[config.mk]
export PLATFORM = sky130hd
export DESIGN_NAME = rf_writeback
export DESIGN_NICKNAME = d
export VERILOG_FILES = /design/src/rtl/rf_pkg.sv /design/src/rtl/wb_fifo.sv /design/src/rtl/rf_writeback.sv
export SDC_FILE = /design/constraint.sdc
export NUM_CORES = 1
export LEC_CHECK = 0
export ABC_AREA = 1
export CAP_MARGIN = 20
export CORE_MARGIN = 10
export CORE_UTILIZATION = 45
export DETAILED_ROUTE_END_ITERATION = 8
export PLACE_DENSITY_LB_ADDON = 0.12
export SLEW_MARGIN = 20
export SYNTH_ARGS = -nofsm -noshare
export SYNTH_HDL_FRONTEND = slang
export SYNTH_SLANG_ARGS = --single-unit
[constraint.sdc]
create_clock -name clk -period 9.06 [get_ports clk]
set_input_delay 2.718 -clock clk [delete_from_list [all_inputs] [get_ports clk]]
set_output_delay 2.718 -clock clk [all_outputs]
set_load 0.01 [all_outputs]
[src/rtl/rf_pkg.sv]
// Shared definitions for the integer register-file writeback path.
package rf_pkg;

  localparam int XLEN = 32;
  localparam int AW   = 5;

  localparam logic [AW-1:0] REG_ZERO = '0;

  typedef struct packed {
    logic [AW-1:0]   rd;
    logic [XLEN-1:0] data;
  } wb_entry_t;

endpackage

[src/rtl/wb_fifo.sv]
// Generic circular buffer with occupancy count. Entries are also exported
// in age order (index 0 = oldest) so a caller can scan them for matches.
module wb_fifo #(
  parameter int DEPTH = 4,
  parameter int W     = 37,
  localparam int PW   = $clog2(DEPTH),
  localparam int CW   = $clog2(DEPTH + 1)
) (
  input  logic                      clk_i,
  input  logic                      rst_i,
  input  logic                      push_i,
  input  logic [W-1:0]              din_i,
  input  logic                      pop_i,
  output logic [W-1:0]              head_o,
  output logic [CW-1:0]             count_o,
  output logic                      full_o,
  output logic                      empty_o,
  output logic [DEPTH-1:0][W-1:0]   age_data_o,
  output logic [DEPTH-1:0]          age_vld_o
);

  logic [W-1:0]  mem_q [DEPTH];
  logic [PW-1:0] head_q, head_d;
  logic [PW-1:0] tail_q, tail_d;
  logic [CW-1:0] count_q, count_d;

  assign full_o  = (count_q == CW'(DEPTH));
  assign empty_o = (count_q == '0);
  assign count_o = count_q;
  assign head_o  = mem_q[head_q];

  always_comb begin
    head_d  = head_q;
    tail_d  = tail_q;
    count_d = count_q;
    if (push_i) tail_d = tail_q + PW'(1);
    if (pop_i)  head_d = head_q + PW'(1);
    case ({push_i, pop_i})
      2'b10:   count_d = count_q + CW'(1);
      2'b01:   count_d = count_q - CW'(1);
      default: count_d = count_q;
    endcase
  end

  always_ff @(posedge clk_i or posedge rst_i) begin
    if (rst_i) begin
      head_q  <= '0;
      tail_q  <= '0;
      count_q <= '0;
    end else begin
      head_q  <= head_d;
      tail_q  <= tail_d;
      count_q <= count_d;
    end
  end

  // Storage needs no reset; validity is tracked by count_q alone.
  always_ff @(posedge clk_i) begin
    if (push_i) mem_q[tail_q] <= din_i;
  end

  always_comb begin
    age_data_o = '0;
    age_vld_o  = '0;
    for (int k = 0; k < DEPTH; k++) begin
      age_data_o[k] = mem_q[head_q + PW'(k)];
      age_vld_o[k]  = (CW'(k) < count_q);
    end
  end

endmodule

[src/rtl/rf_writeback.sv]
// Writeback queue: arbitrates ALU/load results into an in-order FIFO, drains
// it into the register-file write port and offers a bypass view of queued data.
module rf_writeback
  import rf_pkg::*;
#(
  parameter int DEPTH = 4,
  parameter int XLEN  = rf_pkg::XLEN,
  parameter int AW    = rf_pkg::AW,
  localparam int CW   = $clog2(DEPTH + 1)
) (
  input  logic            clk,
  input  logic            rst,
  input  logic            alu_valid,
  input  logic [AW-1:0]   alu_rd,
  input  logic [XLEN-1:0] alu_data,
  output logic            alu_ready,
  input  logic            ld_valid,
  input  logic [AW-1:0]   ld_rd,
  input  logic [XLEN-1:0] ld_data,
  output logic            ld_ready,
  input  logic            rf_gnt,
  output logic            rf_we,
  output logic [AW-1:0]   rf_wr,
  output logic [XLEN-1:0] rf_din,
  input  logic [AW-1:0]   a0,
  input  logic [AW-1:0]   a1,
  output logic            hit0,
  output logic            hit1,
  output logic [XLEN-1:0] byp0,
  output logic [XLEN-1:0] byp1,
  output logic [CW-1:0]   count
);

  localparam int EW = AW + XLEN;

  // Handshake: a producer transfers on a rising edge where valid && ready.
  // Load wins over ALU; ready is derived from full only, never from a same-cycle pop.
  logic            full, empty, push, ld_fire;
  logic [AW-1:0]   push_rd;
  logic [XLEN-1:0] push_data;
  logic [EW-1:0]   head;
  logic [DEPTH-1:0][EW-1:0] age_data;
  logic [DEPTH-1:0]         age_vld;

  assign ld_ready  = !full && !rst;
  assign alu_ready = !full && !ld_valid && !rst;
  assign ld_fire   = ld_valid && ld_ready;

  assign push_rd   = ld_fire ? ld_rd : alu_rd;
  assign push_data = ld_fire ? ld_data : alu_data;
  // Writes to x0 complete the handshake but never occupy a slot.
  assign push      = (ld_fire || (alu_valid && alu_ready)) && (push_rd != AW'(REG_ZERO));

  assign rf_we  = !empty && rf_gnt;
  assign rf_wr  = empty ? '0 : head[EW-1:XLEN];
  assign rf_din = empty ? '0 : head[XLEN-1:0];

  wb_fifo #(.DEPTH(DEPTH), .W(EW)) u_fifo (
    .clk_i      (clk),
    .rst_i      (rst),
    .push_i     (push),
    .din_i      ({push_rd, push_data}),
    .pop_i      (rf_we),
    .head_o     (head),
    .count_o    (count),
    .full_o     (full),
    .empty_o    (empty),
    .age_data_o (age_data),
    .age_vld_o  (age_vld)
  );

  // Scan oldest to youngest so the last match (the youngest) wins.
  always_comb begin
    hit0 = 1'b0;
    hit1 = 1'b0;
    byp0 = '0;
    byp1 = '0;
    for (int k = 0; k < DEPTH; k++) begin
      if (age_vld[k] && (a0 != '0) && (age_data[k][EW-1:XLEN] == a0)) begin
        hit0 = 1'b1;
        byp0 = age_data[k][XLEN-1:0];
      end
      if (age_vld[k] && (a1 != '0) && (age_data[k][EW-1:XLEN] == a1)) begin
        hit1 = 1'b1;
        byp1 = age_data[k][XLEN-1:0];
      end
    end
  end

endmodule

==> key figures, run 1 <==
Drt
  • Drt first pass iters: 5
  • Via count: roughly 13000
  • DRT antenna net count: 0
  • Routed WL: 40700 um
  • Drt first-iter violations: 1174
  • DRC violations left: 0
  • WL per Instance: 16.61 um
  • Via-per-instance ratio: 5.287

Clocking
  • TritonCTS clock tree: done
  • Post-CTS Setup Bufs: 0
  • CTS H-tree lvls: 4
  • Post-CTS resize count: 0
  • Clk root buf: clkbuf_16
  • Hold-fix buffers at CTS: 0
  • Cts bufs inserted: 17
  • Max clock buf depth: 2
  • Reg clk slew, reported paths: 0.07 ns
  • Clk sink count: 155
  • Clk_lat worst skew: 0.43 ns

Logic synthesis
  • Top post-synthesis cells by area: edfxtp_1 (35%), nand2_1 (20%), o21ai_0 (8.5%), nor2_1 (8.0%), inv_1 (5.0%)
  • Netlist cell types: 31
  • Sequential-to-total area share from yosys stat: 36.38%
  • Yosys top cell area share: 35.00%
  • Syn_area_per_cell: between 6 and 7 sq um
  • Dominant cell type by area after synthesis: edfxtp_1
  • Synth warn: 0
  • Post-Syn Instances: 1949
  • Mapped Area: 12700 sq um
  • Post-synth net total: 2047
  • Number of synthesized register bits: 155

STA
  • Fin. Hold Viols: 0
  • Fmax: 118.8 MHz
  • Measured slew at the worst slew-check pin: between 1 and 1.5 ns
  • Fin crit share: approximately 93%
  • RSZ-0062 raised after global routing: false
  • Rel. slew slack: 28.81%
  • Setup violators final: 0
  • Setup TNS: 0 ns
  • Setup Skew: 0.01620 ns
  • Max Slew Vio Count: 0
  • Minimum clock period: 8.415 ns

Global routing
  • First-pass GRT wire length: 64170 um
  • Total global routing overflow: 0
  • Vias in the first global route: 11969
  • Largest net degree at the start of global routing: 145
  • GRT Util Overall: 22.26%
  • Initial antenna violation count: 0

Die
  • Die Span Y: 188.0 um
  • Placeable Area: 27780 sq um
  • Ports: 198
  • Initial core utilization: ~46%
  • Die area: ~35000 sq um
  • Chip width: 188.0 um
  • Rows: 61

Place
  • Gpl congestion: 0.9161
  • Dpl hpwl: 27360 um
  • Placed Cells: 2418
  • I/O Buffers: 197

Layout
  • Area grow syn2layout: 21.05%
  • Fraction of layout cells with a size suffix above 1: 6.322%
  • Register area: between 4000 and 5000 sq um
  • Non-Filler Instances: between 2000 and 2500
  • Most frequent cells in the layout: nand2_1 (666), nor2_1 (266), o21ai_0 (215)
  • Most common cell after layout, fill and taps aside: nand2_1
  • Area of the multi-input gates: just under 7000 sq um
  • Final #Nets: 2157
  • # diodes: 0
  • Fillers: 2714

Worst setup path
  • WP data arrival: 5.70 ns
  • Worst Path Required: 6.34 ns
  • Crit path launch: a1[3]
  • CP startpoint kind: input port
  • Worst R2R Start: u_fifo.count_o[0]
  • Crit Path Class: input port to primary output
  • CP max FO: 34
  • Crit path capture type: primary output

Hold path
  • Worst Hold Class: register to register
  • HP Start: u_fifo.count_o[1]

Run status
  • Status: finished, final reports clean

Power
  • Pwr dens: 356.8 nW/um^2
  • Static Leak: 6.753 nW
  • VDD IR-drop max: 270.6 uV

Flow run
  • Max-cap violations: 0
==> synthesized netlist by cell type <==
| cell type | instances |
|---|---|
| nand2_1 | 667 |
| edfxtp_1 | 148 |
| inv_2 | 8 |
| inv_4 | 1 |
| mux2_2 | 32 |
| o211ai_2 | 1 |
| o21ai_0 | 215 |
| xnor2_1 | 2 |
| ha_1 | 9 |
| nand2_2 | 3 |
| dfrtp_1 | 7 |
| buf_2 | 62 |
| nand3_1 | 122 |
| nor2b_1 | 2 |
| buf_4 | 22 |
| nor2_1 | 271 |
| o21ai_2 | 4 |
| inv_1 | 168 |
| or2_2 | 1 |
| nor2_4 | 2 |
| clkbuf_1 | 35 |
| nor3_1 | 1 |
| o21ai_1 | 63 |
| nand3_2 | 4 |
| nand4_1 | 66 |
| xor2_1 | 7 |
| buf_6 | 5 |
| buf_1 | 9 |
| nor2_2 | 6 |
| nand2_4 | 1 |
| a21oi_1 | 5 |
==> stage by stage <==
| stage | total power, mW | cell area, sq um | utilization, % | setup WS (ns) | hold slack, ns |
|---|---|---|---|---|---|
| finish | 5.484 | 15370 | 55.32 | 0.6454 | 0.5639 |
| floorplan | 3.392 | 12700 | - | 2.503 | 0.5565 |
| CTS | 5.483 | 15360 | 55.29 | 0.6808 | 0.5689 |
| detailed placement | 4.777 | 14800 | 53.26 | 0.6712 | 0.5484 |
| global route | 5.940 | 15370 | 55.32 | 0.4749 | 0.6228 |
| global placement | 4.739 | 14750 | 53.09 | 0.6509 | 0.5344 |
==> kinds of logic (layout without fill, tap and decap cells) <==
logic type               Yosys count  after routing  synth area share [%]
AO/OA/AOI/OAI                    288            288                 11.53
AND/OR/NAND/NOR                 1146           1146                 37.00
adder cells (fa/ha/maj)            9              9                0.8869
XOR/XNOR                           9              9                0.6208
buffers and inverters            310            433                 10.74
multiplexers                      32             32                 2.838
flip-flops                       155            155                 36.38
==> state kept, by name (all words and copies together), names as in the netlist <==
signal	count
u_fifo.mem_q	148
u_fifo.head_q	2
u_fifo.tail_q	2
u_fifo.count_o	3
==> critical path, stage by stage <==
cell	delay, ns
clkdlybuf4s50_1	0.69
nor2_1	0.07
nand3_1	0.16
nand3_1	0.10
nor2_1	0.24
nand3_4	0.39
buf_4	0.43
nand3_1	0.13
nand2_1	0.05
nand2_1	0.12
clkdlybuf4s50_1	0.56
==> final timing paths <==
path | endpoint | slack [ns] | cells after the start
max | byp1[2] | 0.65 | 11
min | u_fifo.count_o[1] | 0.56 | 2
max reg2reg | u_fifo.mem_q[3][11] | 5.06 | 12
min reg2reg | u_fifo.count_o[1] | 0.56 | 2
max in group asynchronous | u_fifo.head_q[1] | 6.21 | 2
min in group asynchronous | u_fifo.tail_q[1] | 2.60 | 2
==> per-layer routing <==
layer	routed length [um]	GRT usage [%]
met5	0	0
met1	17580	27.87
met2	19480	38.35
met3	2777	4.100
met4	873	6.062
==> power by group <==
group	internal, mW	leakage (nW)	switching, mW	total (mW)
logic	1.29	5.05	2.47	3.76
clock network	0.383	0.274	0.315	0.699
registers	0.936	1.43	0.0908	1.03
total	2.61	6.75	2.88	5.48
==> area by class of cell <==
| type | instances | area share, % |
|---|---|---|
| Timing Repair Buffer | 224 | 14.47 |
| Tap cell | 378 | 3.077 |
| Clock buffer | 17 | 2.768 |
| Inverter | 177 | 4.339 |
| Multi-Input combinational cell | 1484 | 44.33 |
| Sequential cell | 155 | 30.10 |
| Clock inverter | 15 | 0.9118 |
(Power assumes the default switching activity.)
==> run 2, diff against run 1 <==
Settings changed: CTS_BUF_LIST set to sky130_fd_sc_hd__clkbuf_8.
==> key figures, run 2 (synthesized netlist as in run 1, its figures left out) <==
Clocking
  • Post-CTS Setup Bufs: 0 (unchanged)
  • Max clock buf depth: 2 (unchanged)
  • Post-CTS resize count: 0 (unchanged)
  • Hold-fix buffers at CTS: 0 (unchanged)
  • TritonCTS clock tree: done
  • CTS H-tree lvls: 4 (unchanged)
  • Clk_lat worst skew: 0.46 ns (+0.03 ns)
  • Clk sink count: 155 (unchanged)
  • Clk root buf: clkbuf_8
  • Cts bufs inserted: 17 (unchanged)
  • Reg clk slew, reported paths: 0.10 ns (+0.03 ns)

Place
  • Placed Cells: 2418 (unchanged)
  • Gpl congestion: 0.9161 (unchanged)
  • Dpl hpwl: 27360 um (unchanged)
  • I/O Buffers: 197 (unchanged)

Worst setup path
  • WP data arrival: 5.68 ns (-0.02 ns)
  • Reg2Reg Setup Slack: 5.04 ns (-0.02 ns)
  • CP max FO: 34 (unchanged)
  • Crit path capture type: primary output
  • CP startpoint kind: input port
  • Crit Path Class: input port to primary output
  • Worst Path Required: 6.34 ns (about the same)

STA
  • Setup Skew: 0.02148 ns (+0.005276 ns)
  • Fmax: 119.1 MHz (+0.18%)
  • Minimum clock period: 8.399 ns (-0.01541 ns)
  • RSZ-0062 raised after global routing: false
  • Setup violators final: 0 (unchanged)
  • Fin crit share: 92.71% (-0.17 points)
  • Max Slew Vio Count: 0 (unchanged)
  • Fin. Hold Viols: 0 (unchanged)
  • Rel. slew slack: 28.67% (-0.14 points)
  • Setup TNS: 0 ns (unchanged)
  • Measured slew at the worst slew-check pin: 1.067 ns (+0.002117 ns)

Die
  • Chip width: 188.0 um (unchanged)
  • Die area: 35330 sq um (unchanged)
  • Rows: 61 (unchanged)
  • Die Span Y: 188.0 um (unchanged)
  • Ports: 198 (unchanged)
  • Placeable Area: 27780 sq um (unchanged)
  • Initial core utilization: 45.70% (unchanged)

Drt
  • DRC violations left: 0 (unchanged)
  • WL per Instance: 16.62 um (about the same)
  • Routed WL: 40730 um (about the same)
  • Drt first pass iters: 5 (unchanged)
  • Drt first-iter violations: 1092 (-7.0%)
  • Via-per-instance ratio: 5.283 (about the same)
  • Via count: 12944 (-0.069%)
  • DRT antenna net count: 0 (unchanged)

Hold path
  • Worst Hold Class: register to register

Flow run
  • Max-cap violations: 0 (unchanged)

Power
  • Pwr dens: 349.3 nW/um^2 (-2.1%)
  • VDD IR-drop max: 271.6 uV (+0.37%)
  • Static Leak: 6.666 nW (-1.3%)

Layout
  • Biggest register: u_fifo.mem_q
  • # diodes: 0 (unchanged)
  • Most frequent cells in the layout: nand2_1 (666), nor2_1 (266), o21ai_0 (215)
  • Final #Nets: 2157 (unchanged)
  • Most common cell after layout, fill and taps aside: nand2_1
  • Fraction of layout cells with a size suffix above 1: 6.322% (unchanged)
  • Max reg flops: 148 (unchanged)
  • Area grow syn2layout: 19.54%
  • Non-Filler Instances: 2450 (unchanged)
  • Utilization after layout: 54.63% (-0.69 points)

Global routing
  • Vias in the first global route: 11954 (-0.13%)
  • First-pass GRT wire length: 64070 um (-0.15%)
  • Total global routing overflow: 0 (unchanged)
  • Initial antenna violation count: 0 (unchanged)
  • GRT Util Overall: 22.20% (-0.051 points)
  • Largest net degree at the start of global routing: 145 (unchanged)

Run status
  • Status: finished, final reports clean
==> run 2: cell counts in the layout (fill, tap and decap cells not counted) <==
No cell type changed its count.
==> run 2: final timing paths <==
path,startpoint,endpoint,cells past startpoint
setup / recovery,a1[3],byp1[2],11
hold / removal,u_fifo.count_o[0],u_fifo.count_o[0],1
setup reg to reg,u_fifo.count_o[0],u_fifo.mem_q[3][12],12
hold reg to reg,u_fifo.count_o[0],u_fifo.count_o[0],1
max in group asynchronous,rst,u_fifo.head_q[1],2
min in group asynchronous,rst,u_fifo.tail_q[1],2
==> run 2: per-layer routing <==
metal / GRT usage (%) / wire, um
met5: 0 / 0
met4: 5.938 / 702
met3: 3.915 / 2789
met2: 38.35 / 19740
met1: 27.88 / 17490
==> run 2: stage by stage <==
| step | hold WS [ns] | total power, mW | cell area (sq um) | worst slack [ns] |
|---|---|---|---|---|
| after detailed placement | 0.5484 | 4.777 | 14800 | 0.6712 |
| after global placement | 0.5344 | 4.739 | 14750 | 0.6509 |
| final | 0.5725 | 5.301 | 15180 | 0.6609 |
| after floorplan | 0.5565 | 3.392 | 12700 | 2.503 |
| after CTS | 0.5760 | 5.297 | 15170 | 0.6808 |
| after global routing | 0.6306 | 5.754 | 15180 | 0.4749 |
==> run 2: final cells by class <==
type,instances,area (sq um)
sequential,155,4627
clock buffer,17,234.0
timing repair buffer,224,2223
inverter,177,666.9
clock inverter,15,140.1
multi-input combinational,1484,6814
fill,2742,12600
tap,378,473.0
==> run 2: critical path, cell delays in order <==
cell and delay (ns):
clkdlybuf4s50_1 0.67, nor2_1 0.07, nand3_1 0.16, nand3_1 0.10, nor2_1 0.24, nand3_4 0.40, buf_4 0.43, nand3_1 0.13
nand2_1 0.05, nand2_1 0.12, clkdlybuf4s50_1 0.56
==> run 2: report_power, final <==
part	switching (mW)	internal [mW]
Combinational	2.47	1.29
Clock	0.292	0.222
Sequential	0.0911	0.934
